$ cat src/rtl/shift_reg_pkg.sv
// Shared types and helpers for the universal shift register.
// Mode/direction encodings, FSM states and the per-step fill rule.
package shift_reg_pkg;

    typedef enum logic [1:0] {
        MODE_LOGIC     = 2'b00,
        MODE_ROT       = 2'b01,
        MODE_ARITH     = 2'b10,
        MODE_LOGIC_ALT = 2'b11
    } mode_e;

    localparam logic DIR_RIGHT = 1'b0;
    localparam logic DIR_LEFT  = 1'b1;

    typedef enum logic [1:0] {
        IDLE  = 2'b00,
        SHIFT = 2'b01,
        DONE  = 2'b10
    } state_e;

    // Bit entering the register on one step; mode 11 behaves as logical.
    function automatic logic step_fill(
        input logic [1:0] mode,
        input logic       dir,
        input logic       msb,
        input logic       lsb,
        input logic       sin
    );
        logic f;
        unique case (1'b1)
            mode == MODE_ROT:   f = (dir == DIR_LEFT) ? msb : lsb;
            mode == MODE_ARITH: f = (dir == DIR_LEFT) ? 1'b0 : msb;
            default:            f = sin;
        endcase
        return f;
    endfunction

endpackage

$ cat src/rtl/shift_reg_step.sv
// Single-position shift: next register value and the expelled bit.
// Shared by the single-step, iterative and barrel-reference paths.
module shift_reg_step
    import shift_reg_pkg::*;
#(
    parameter int WIDTH = 8
) (
    input  logic [WIDTH-1:0] q_i,
    input  logic             dir_i,
    input  logic [1:0]       mode_i,
    input  logic             serial_i,
    output logic [WIDTH-1:0] q_o,
    output logic             out_o
);

    logic fill;

    assign fill = step_fill(mode_i, dir_i, q_i[WIDTH-1], q_i[0], serial_i);

    always_comb begin
        if (dir_i == DIR_LEFT) begin
            q_o   = {q_i[WIDTH-2:0], fill};
            out_o = q_i[WIDTH-1];
        end else begin
            q_o   = {fill, q_i[WIDTH-1:1]};
            out_o = q_i[0];
        end
    end

endmodule

$ cat src/rtl/shift_reg_univ.sv
// Universal shift register with load, single-step and multi-shift.
// Define SHIFT_REG_UNIV_BARREL_EN to finish multi-shifts in one step.
module shift_reg_univ
    import shift_reg_pkg::*;
#(
    parameter int WIDTH = 8,
    parameter int AMT_W = 4
) (
    input  logic             clk,
    input  logic             reset,
    input  logic             load,
    input  logic [WIDTH-1:0] load_data,
    input  logic             shift_en,
    input  logic             start,
    input  logic [AMT_W-1:0] amount,
    input  logic             dir,
    input  logic [1:0]       mode,
    input  logic             serial_in,
    output logic [WIDTH-1:0] q,
    output logic             serial_out,
    output logic             busy,
    output logic             done
);

    state_e             state_q, state_d;
    logic [WIDTH-1:0]   q_q, q_d;
    logic               so_q, so_d;
    logic [AMT_W-1:0]   cnt_q, cnt_d;

    logic [WIDTH-1:0]   step_q;
    logic               step_so;
    logic [WIDTH-1:0]   multi_q;
    logic               multi_so;
    logic               multi_last;

    shift_reg_step #(
        .WIDTH (WIDTH)
    ) u_step (
        .q_i      (q_q),
        .dir_i    (dir),
        .mode_i   (mode),
        .serial_i (serial_in),
        .q_o      (step_q),
        .out_o    (step_so)
    );

`ifdef SHIFT_REG_UNIV_BARREL_EN
    logic [2*WIDTH-1:0] ext;
    logic               bfill;
    int unsigned        n;
    int unsigned        r;

    // Past WIDTH+1 steps logical/arith results stop changing.
    always_comb begin
        n = int'(cnt_q);
        if (n > WIDTH + 1) n = WIDTH + 1;
        if (n == 0) n = 1;
        r = int'(cnt_q) % WIDTH;
        bfill = step_fill(mode, dir, q_q[WIDTH-1], q_q[0], serial_in);
        ext = {q_q, q_q};
        multi_q = q_q;
        multi_so = so_q;
        if (mode == MODE_ROT) begin
            if (dir == DIR_LEFT) begin
                ext = ext << r;
                multi_q = ext[2*WIDTH-1:WIDTH];
                multi_so = multi_q[0];
            end else begin
                ext = ext >> r;
                multi_q = ext[WIDTH-1:0];
                multi_so = multi_q[WIDTH-1];
            end
        end else if (dir == DIR_LEFT) begin
            ext = {q_q, {WIDTH{bfill}}};
            ext = ext << (n - 1);
            multi_so = ext[2*WIDTH-1];
            ext = ext << 1;
            multi_q = ext[2*WIDTH-1:WIDTH];
        end else begin
            ext = {{WIDTH{bfill}}, q_q};
            ext = ext >> (n - 1);
            multi_so = ext[0];
            ext = ext >> 1;
            multi_q = ext[WIDTH-1:0];
        end
    end

    assign multi_last = 1'b1;
`else
    assign multi_q    = step_q;
    assign multi_so   = step_so;
    assign multi_last = (cnt_q == AMT_W'(1));
`endif

    always_ff @(posedge clk) begin
        if (reset) begin
            state_q <= IDLE;
            q_q     <= '0;
            so_q    <= 1'b0;
            cnt_q   <= '0;
        end else begin
            state_q <= state_d;
            q_q     <= q_d;
            so_q    <= so_d;
            cnt_q   <= cnt_d;
        end
    end

    always_comb begin
        state_d = state_q;
        unique case (state_q)
            SHIFT: begin
                if (load) state_d = IDLE;
                else if (multi_last) state_d = DONE;
            end
            default: begin
                state_d = IDLE;
                if (!load && start)
                    state_d = (amount != '0) ? SHIFT : DONE;
            end
        endcase
    end

    always_comb begin
        q_d   = q_q;
        so_d  = so_q;
        cnt_d = cnt_q;
        if (state_q == SHIFT) begin
            if (load) begin
                q_d   = load_data;
                cnt_d = '0;
            end else begin
                q_d   = multi_q;
                so_d  = multi_so;
`ifdef SHIFT_REG_UNIV_BARREL_EN
                cnt_d = '0;
`else
                cnt_d = cnt_q - AMT_W'(1);
`endif
            end
        end else if (load) begin
            q_d = load_data;
        end else if (start) begin
            cnt_d = amount;
        end else if (shift_en) begin
            q_d  = step_q;
            so_d = step_so;
        end
    end

    always_comb begin
        busy = (state_q == SHIFT);
        done = (state_q == DONE);
    end

    assign q          = q_q;
    assign serial_out = so_q;

endmodule
$ cat config.mk
export PLATFORM = sky130hd
export DESIGN_NAME = shift_reg_univ
export DESIGN_NICKNAME = d
export VERILOG_FILES = /design/src/rtl/shift_reg_pkg.sv /design/src/rtl/shift_reg_step.sv /design/src/rtl/shift_reg_univ.sv
export SDC_FILE = /design/constraint.sdc
export NUM_CORES = 1
export LEC_CHECK = 0
export CORE_MARGIN = 2
export CORE_UTILIZATION = 50
export CTS_BUF_LIST = sky130_fd_sc_hd__clkbuf_8
export CTS_CLUSTER_DIAMETER = 200
export DETAILED_ROUTE_END_ITERATION = 8
export PLACE_DENSITY = 0.95
export SYNTH_ARGS = -nofsm -noshare
export SYNTH_HDL_FRONTEND = slang
export SYNTH_SLANG_ARGS = --single-unit
$ cat constraint.sdc
create_clock -name clk -period 3.2 [get_ports clk]
set_input_delay 0.32 -clock clk [delete_from_list [all_inputs] [get_ports clk]]
set_output_delay 0.32 -clock clk [all_outputs]
set_load 0.02 [all_outputs]
; ---- After elaboration in Yosys (flattened, before gate mapping)
; Cells that the tools add are included.
[totals]
mem_count = 0
latch_bits = 0
ramBits = 0
romBits = 0
regBits = 15
inputBits = 21
out_inout_bits = 11
[op_classes]
magnitude_cmp = 0
eq_ne = 9
shift = 0
multipliers = 0
div_mod_pow = 0
mux = 23
reduce_logical = 9
add_sub_neg = 1
bitwise_logic = 1
[ops]
columns = op, count
row1 = $mux 8, 6
row2 = $mux 4, 4
row3 = $mux 2, 5
row4 = $mux 1, 7
row5 = $ne 3x2->1 const B, 2
row6 = $eq 2x1->1 const B, 2
row7 = $eq 2x2->1 const B, 2
row8 = $eq 4x1->1 const B, 1
row9 = $ne 2x1->1 const B, 2
row10 = $reduce_and 2->1, 2
row11 = $reduce_bool 2->1, 2
row12 = $reduce_bool 4->1, 1
row13 = $sub 4x1->4 const B, 1
row14 = $reduce_and 3->1, 1
row15 = $reduce_bool 3->1, 1
row16 = $pmux 1 s2, 1
row17 = $logic_and 1x1->1, 1
row18 = $logic_not 1->1, 1
row19 = $not 1->1, 1

; ---- Logic depth before layout (Yosys ltp)
; Gate-level depths: netlist of run 1.
[logic_depth]
depth_word = 7
depth_mapped = 6

; ---- Modules after synthesis
; Synthesis of run 1 repeated with hierarchy kept, for this count alone.
[unflattened]
cells_unflattened = 117
hier_area_um2 = 1027.2
[by_module_without_submodules]
columns = mod, cells_per_inst, area_per_inst_um2, n_inst
row1 = shift_reg_univ, 96, 819.5, 1
row2 = shift_reg_step, 21, 207.7, 1

; ---- Worst setup path after synthesis of run 1
; No wires, ideal clock.
[synth_path]
path_kind = input -> register
from = input mode[0]
to = register q_q[0], in the netlist q[0]
arrival_ps = 1228
path_stages = 6
setup_slack_ps = 1877
setup_ps = 95
n_path_buf = 0
cell_sequence = inv_1 ha_1 nor2b_1 o21ai_0 o211ai_1 a221oi_1
[synth_via]
elab_chain_len = 7
word_cells_on_any_way = 9
classes_between = eq/ne (2) / mux (7)
[synth_lines]
columns = item, line
row1 = "start, declared", shift_reg_univ.sv:17  ; input logic [1:0] mode,
row2 = $eq 2x2->1 / $eq 2x1->1 (equally long branches), "shift_reg_pkg.sv:32, shift_reg_pkg.sv:31"
row3 = $pmux 1 s2 (*), shift_reg_pkg.sv:30  ; unique case (1'b1)
row4 = $mux 8 (*), shift_reg_step.sv:21  ; if (dir_i == DIR_LEFT) begin
row5 = $mux 8, shift_reg_univ.sv:145  ; end else if (shift_en) begin
row6 = $mux 8, shift_reg_univ.sv:143  ; end else if (start) begin
row7 = $mux 8, shift_reg_univ.sv:141  ; end else if (load) begin
row8 = $mux 8 (*), shift_reg_univ.sv:128  ; if (state_q == SHIFT) begin
row9 = "end signal, assigned", shift_reg_univ.sv:103  ; q_q <= q_d;
row10 = "end, declared", shift_reg_univ.sv:26  ; logic [WIDTH-1:0] q_q, q_d;
; Mark *: on every way between the ends. The rest lies on a longest branch, timed or not. The select of a mux whose other input is x is not followed.
; A chain may end at the register's enable or synchronous reset.

; ---- Worst setup path after layout of run 1
[layout_path]
from = register state_q[0]
to = output busy
[layout_via]
elab_chain_len = 1
[layout_lines]
columns = item, line
row1 = "start, declared", shift_reg_univ.sv:25  ; state_e state_q, state_d;
row2 = "start signal, assigned", shift_reg_univ.sv:102  ; state_q <= state_d;
row3 = $eq 2x1->1, shift_reg_univ.sv:152  ; busy = (state_q == SHIFT);
row4 = "end, declared", shift_reg_univ.sv:21  ; output logic busy,
; Every way passes these cells.

==> results of run 1 <==
[area by class of cell]
| class | count | share of cell area (%) |
|---|---|---|
| Clock buffer | 3 | 3.10 |
| Clock inverter | 1 | 0.281 |
| Inverter | 8 | 2.25 |
| Timing Repair Buffer | 31 | 23.3 |
| Multi-Input combinational cell | 81 | 46.1 |
| Tap cell | 27 | 2.53 |
| Sequential cell | 15 | 22.5 |
[critical path: stages, from the launching register on]
cell and delay (ns):
dfxtp_1 0.37, nand2b_4 0.16, inv_2 0.15, clkdlybuf4s50_1 0.62
[state kept, by name, summed over array words and instances, names as in the netlist]
signal      flops
cnt_q           4
state_q         2
q               8
serial_out      1
[cell usage in the layout, fill, tap and decap left out, types with 2 or more instances in the layout]
master,count
mux2_2,6
a31oi_1,2
dfxtp_1,15
nor3_1,2
nor2_1,8
inv_1,8
clkdlybuf4s50_1,31
o211ai_1,2
nand2b_4,3
o21ai_0,4
ha_1,4
nor2b_1,2
nand2_1,10
mux2i_1,7
a211oi_1,3
clkbuf_8,3
a21oi_1,7
o22ai_1,6
[logic make-up (layout without fill, tap and decap cells)]
logic type / after synthesis / count (layout) / synth area share, %
AO/OA/AOI/OAI: 30 / 30 / 20.0
XOR/XNOR: 1 / 1 / 0.887
adder cells (fa/ha/maj): 4 / 4 / 5.07
buffers and inverters: 14 / 43 / 7.35
flip-flops: 15 / 15 / 30.4
multiplexers: 13 / 13 / 13.9
AND/OR/NAND/NOR: 33 / 33 / 22.3
[power breakdown]
part	total (W)	internal [W]	switching (W)
clock network	0.000155	0.0000851	0.0000701
registers	0.000214	0.000200	0.0000141
logic	0.000142	0.0000745	0.0000671
[worst min path at each step]
stage	from	end	slack [ns]	cells past startpoint
floorplan	reset	q[0]$_SDFFE_PP0P_	0.40	1
global placement	cnt_q[3]$_SDFFE_PP0P_	cnt_q[3]$_SDFFE_PP0P_	0.45	1
detailed placement	cnt_q[3]$_SDFFE_PP0P_	cnt_q[3]$_SDFFE_PP0P_	0.46	1
CTS	cnt_q[3]$_SDFFE_PP0P_	cnt_q[3]$_SDFFE_PP0P_	0.47	1
global route	cnt_q[3]$_SDFFE_PP0P_	cnt_q[3]$_SDFFE_PP0P_	0.49	1
finish	cnt_q[3]$_SDFFE_PP0P_	cnt_q[3]$_SDFFE_PP0P_	0.48	1
[per-stage QoR]
step	utilization, %	total power (W)	worst slack [ns]	std cells	instance area [um2]
after global routing	70.1	0.000534	1.25	166	1330
after floorplan	-	0.000302	1.88	110	987
after detailed placement	67.8	0.000358	1.09	162	1290
after CTS	70.1	0.000508	1.32	166	1330
after global placement	67.8	0.000352	1.16	162	1290
final	70.1	0.000511	1.32	166	1330
[layer usage]
| metal | wire length (um) | track usage [%] | up-vias |
|---|---|---|---|
| met3 | 161 | 6.17 | 9 |
| met5 | 0 | 0 | - |
| met2 | 1130 | 37.3 | 42 |
| li1 | - | - | 450 |
| met4 | 69 | 11.4 | 0 |
| met1 | 949 | 24.2 | 434 |
==> flow_summary.toml, run 1 <==
[timing]
worst_pin_slew_ns = 0.606
relSlewSlack_pct = 59.5
fin_crit_ns = 1.88
timing.final.crit_share_pct = 58.7
fmaxAchievable_ghz = 0.532
clock_skew_ns = 0.00268
finalHoldViolCount = 0
setup_viol = 0
rsz0062_at_grt = "false"
holdWs_ns = 0.484
fin_tns_setup_ns = 0
slew_violations = 0

[routing]
vias_per_cell = 5.63
dr.pass1.iters = 4
wirelength_um = 2310
drt_iter0_drc = 7
route.detailed.drc = 0
postRouteAntennaNets = 0
dr_total_vias = 935
post_drt_wl_per_cell_um = 13.9

[worst_setup_path]
reg2reg_to = "cnt_q[2]$_SDFFE_PP0P_"
worstPathMaxFanout = 12
r2r_cells = 6
worstPathArrival_ns = 1.56
rrSetupSlack_ns = 1.90
worstSetupStartpointType = "flop"
critPathCaptureType = "output pin"
worstSetupStartpoint = "state_q[0]$_SDFFE_PP0P_"
timing.rr.start = "cnt_q[0]$_SDFFE_PP0P_"
worstSetupEndpoint = "busy"
worstSetupPathType = "reg2out"
worstPathRequired_ns = 2.88

[synthesis]
synthTopCellsByArea = "dfxtp_1, mux2i_1, mux2_2"
synth-edff-count = 0
ys_seq_area_share_pct = 30.4
syn_area_um2 = 987
synth_cells = 110
yosysMostFrequentCell = "dfxtp_1"
syn_nets = 135
synth_top_area_share_pct = 30.4
synth_top_cell_by_area = "dfxtp_1"
synth_seq_cells = 15
yosys-top-cells-count = "dfxtp_1, nand2_1, nor2_1"
synthArstFlopShare_pct = 0
synth.avg_cell_area_um2 = 8.97
synth-main-ff-cell = "dfxtp_1"
synth.distinct_cells = 36
yosysWarnings = 0

[die]
core_um2 = 1900
fp-row-count = 16
io_pins = 32
start_util_pct = 51.9
die_h_um = 48.4
design.die.area_um2 = 2350
die_x_um = 48.4

[clock_tree]
path_clk_slew_ns = 0.06
cts_root_buffer = "clkbuf_8"
clk_latency_ns = 0.25
cts_num_sinks = 15
numCtsBuffers = 3
postCtsSetupBuffers = 0
cts_resized = 0
cts_max_path_buffers = 2
cts_max_level = 1
hold_buffers = 0
tritoncts = "built"

[grt]
grt_use_total_pct = 21.6
antenna_found_initial = 0
overflow = 0
grt_max_degree = 18
grt_pass1_vias = 878
grt_pass1_wl_um = 3950

[layout]
final_layout_size_suffix_gt1_share_pct = 14.4
fin_nets = 165
diodes = 0
fill_cells = 143
multi_input_area_um2 = 614
regArea_um2 = 300
areaGrowthSynthToFinish_pct = 35.1

[power]
cellPowerDensity_nw_per_um2 = 383
cellLeakagePower_nw = 0.513
ir_drop_uv = 256

[hold_path]
hold_class = "reg2reg"

[flow_run]
drv_cap = 0

[placement]
dpl.hpwl_um = 1680
io_buffers = 31
gp_congestion = 0.821

[run_status]
outcome = "finished, final reports clean"
(Power assumes the default switching activity.)
==> run 2: changes to the inputs <==
--- a/config.mk
+++ b/config.mk
@@ -6,11 +6,11 @@
 export NUM_CORES = 1
 export LEC_CHECK = 0
 export CORE_MARGIN = 2
-export CORE_UTILIZATION = 50
+export CORE_UTILIZATION = 47
 export CTS_BUF_LIST = sky130_fd_sc_hd__clkbuf_8
 export CTS_CLUSTER_DIAMETER = 200
 export DETAILED_ROUTE_END_ITERATION = 8
-export PLACE_DENSITY = 0.95
+export PLACE_DENSITY = 0.93
 export SYNTH_ARGS = -nofsm -noshare
 export SYNTH_HDL_FRONTEND = slang
 export SYNTH_SLANG_ARGS = --single-unit
==> constraint.sdc (replaced) <==
create_clock -name clk -period 1.89 [get_ports clk]
set_input_delay 0.189 -clock clk [delete_from_list [all_inputs] [get_ports clk]]
set_output_delay 0.189 -clock clk [all_outputs]
set_load 0.02 [all_outputs]
==> run 2 against run 1 <==
Net effect:
- via count grew 5.0%
- hold slack gained 0.014 ns
- first-iteration DRC count grew to 4.6 times the previous value
- clock-buffer cell count is the same
- utilization shrank 0.62 points
- sequential cell count is the same
- clock power grew 64%
- die area grew 5.8%
- critical path depth is the same
- sequential share of layout area shrank 0.50 points
- critical endpoint unchanged
- largest power group unchanged
==> flow_summary.toml, run 2 (synthesis gave the netlist of run 1 again) <==
[run_status]
outcome = "finished, final reports clean"

[routing]
route.detailed.drc = 0
dr.pass1.iters = 4
wirelength_um = 2600
drt_iter0_drc = 32
dr_total_vias = 982
post_drt_wl_per_cell_um = 15.3
vias_per_cell = 5.78
postRouteAntennaNets = 0

[timing]
worst_pin_slew_ns = 0.360
setup_viol = 0
fin_crit_ns = 1.75
slew_violations = 0
holdWs_ns = 0.497
fmaxAchievable_ghz = 0.571
relSlewSlack_pct = 75.9
rsz0062_at_grt = "false"
timing.final.crit_share_pct = 92.7
clock_skew_ns = 0.00138
finalHoldViolCount = 0
fin_tns_setup_ns = 0

[worst_setup_path]
worstPathRequired_ns = 1.70
critPathCaptureType = "output pin"
worstSetupPathType = "reg2out"
worstPathMaxFanout = 12
worstPathArrival_ns = 1.56
worstSetupStartpointType = "flop"

[clock_tree]
cts_num_sinks = 15
numCtsBuffers = 3
cts_max_level = 1
postCtsSetupBuffers = 0
tritoncts = "built"
cts_max_path_buffers = 2
hold_buffers = 0
cts_root_buffer = "clkbuf_8"
clk_latency_ns = 0.25
cts_resized = 0
path_clk_slew_ns = 0.06

[placement]
dpl.hpwl_um = 1930
gp_congestion = 0.806
io_buffers = 31

[die]
die_x_um = 49.8
design.die.area_um2 = 2480
fp-row-count = 16
core_um2 = 1960
io_pins = 32
die_h_um = 49.8
start_util_pct = 50.3

[layout]
final_common_cell = "clkdlybuf4s50_1"
fin_util_pct = 69.5
fin_nets = 169
areaGrowthSynthToFinish_pct = 38.1
final_cell_mix = "clkdlybuf4s50_1, dfxtp_1, nand2_1, inv_1, nor2_1"
diodes = 0
largest_reg_flops = 8
final_layout_size_suffix_gt1_share_pct = 16.8

[grt]
use_met3_pct = 1.82
grt_use_total_pct = 22.7
overflow = 0
grt_pass1_wl_um = 4440
grt_max_degree = 13
grt_busiest_layer = "met2"
gr-usage-met1_pct = 27.4
antenna_found_initial = 0
grt_pass1_vias = 1003
met2_usage_pct = 38.9

[hold_path]
hold_class = "reg2reg"

[power]
cellPowerDensity_nw_per_um2 = 636
cellLeakagePower_nw = 0.532
ir_drop_uv = 423

[flow_run]
drv_cap = 0
run 2: cell count changes in the layout (fill, tap and decap cells not counted), sizes merged:
cell  before  now
buf        0    4
run 2: power by group:
| group | leakage, nW | total [W] | internal [W] | switching [W] |
|---|---|---|---|---|
| sequential | 0.123 | 0.000364 | 0.000339 | 0.0000257 |
| clock | 0.0269 | 0.000254 | 0.000144 | 0.000110 |
| combinational | 0.381 | 0.000250 | 0.000131 | 0.000119 |
run 2: path summary, 6_finish.rpt:
kind	from	end	slack [ns]	cells past startpoint
worst min-delay path	cnt_q[3]$_SDFFE_PP0P_	cnt_q[3]$_SDFFE_PP0P_	0.50	1
worst max register to register	cnt_q[0]$_SDFFE_PP0P_	cnt_q[2]$_SDFFE_PP0P_	0.57	6
worst max-delay path	state_q[1]$_SDFFE_PP0P_	busy	0.14	3
worst min register to register	cnt_q[3]$_SDFFE_PP0P_	cnt_q[3]$_SDFFE_PP0P_	0.50	1
run 2: through the flow:
step	std cells	instance area [um2]	total power, W	setup WS, ns
5_1_grt	170	1360	0.000901	0.109
3_5_place_dp	166	1320	0.000615	0.0860
3_3_place_gp	166	1320	0.000603	0.161
4_1_cts	170	1360	0.000864	0.151
2_1_floorplan	110	987	0.000510	0.698
6_report	170	1360	0.000868	0.139
run 2: layout make-up:
| class | instances | area [um2] |
|---|---|---|
| repair buffers | 35 | 340 |
| clock buffers | 3 | 41.3 |
| clock inverters | 1 | 3.75 |
| flip-flops and latches | 15 | 300 |
| multi-input cells | 81 | 614 |
| fillers | 154 | 598 |
| inverters | 8 | 30.0 |
| well taps | 27 | 33.8 |
run 2: critical path, cell delays in order, from the launching register on:
cell and delay (ns):
dfxtp_1 0.31, nand2b_4 0.24, inv_2 0.15, clkdlybuf4s50_1 0.62
run 2: per-layer routing:
| metal | up-vias | share of wire [%] |
|---|---|---|
| met4 | 0 | 2.0 |
| met2 | 40 | 53 |
| li1 | 462 | - |
| met3 | 8 | 4.9 |
| met1 | 472 | 40 |
| met5 | - | 0 |
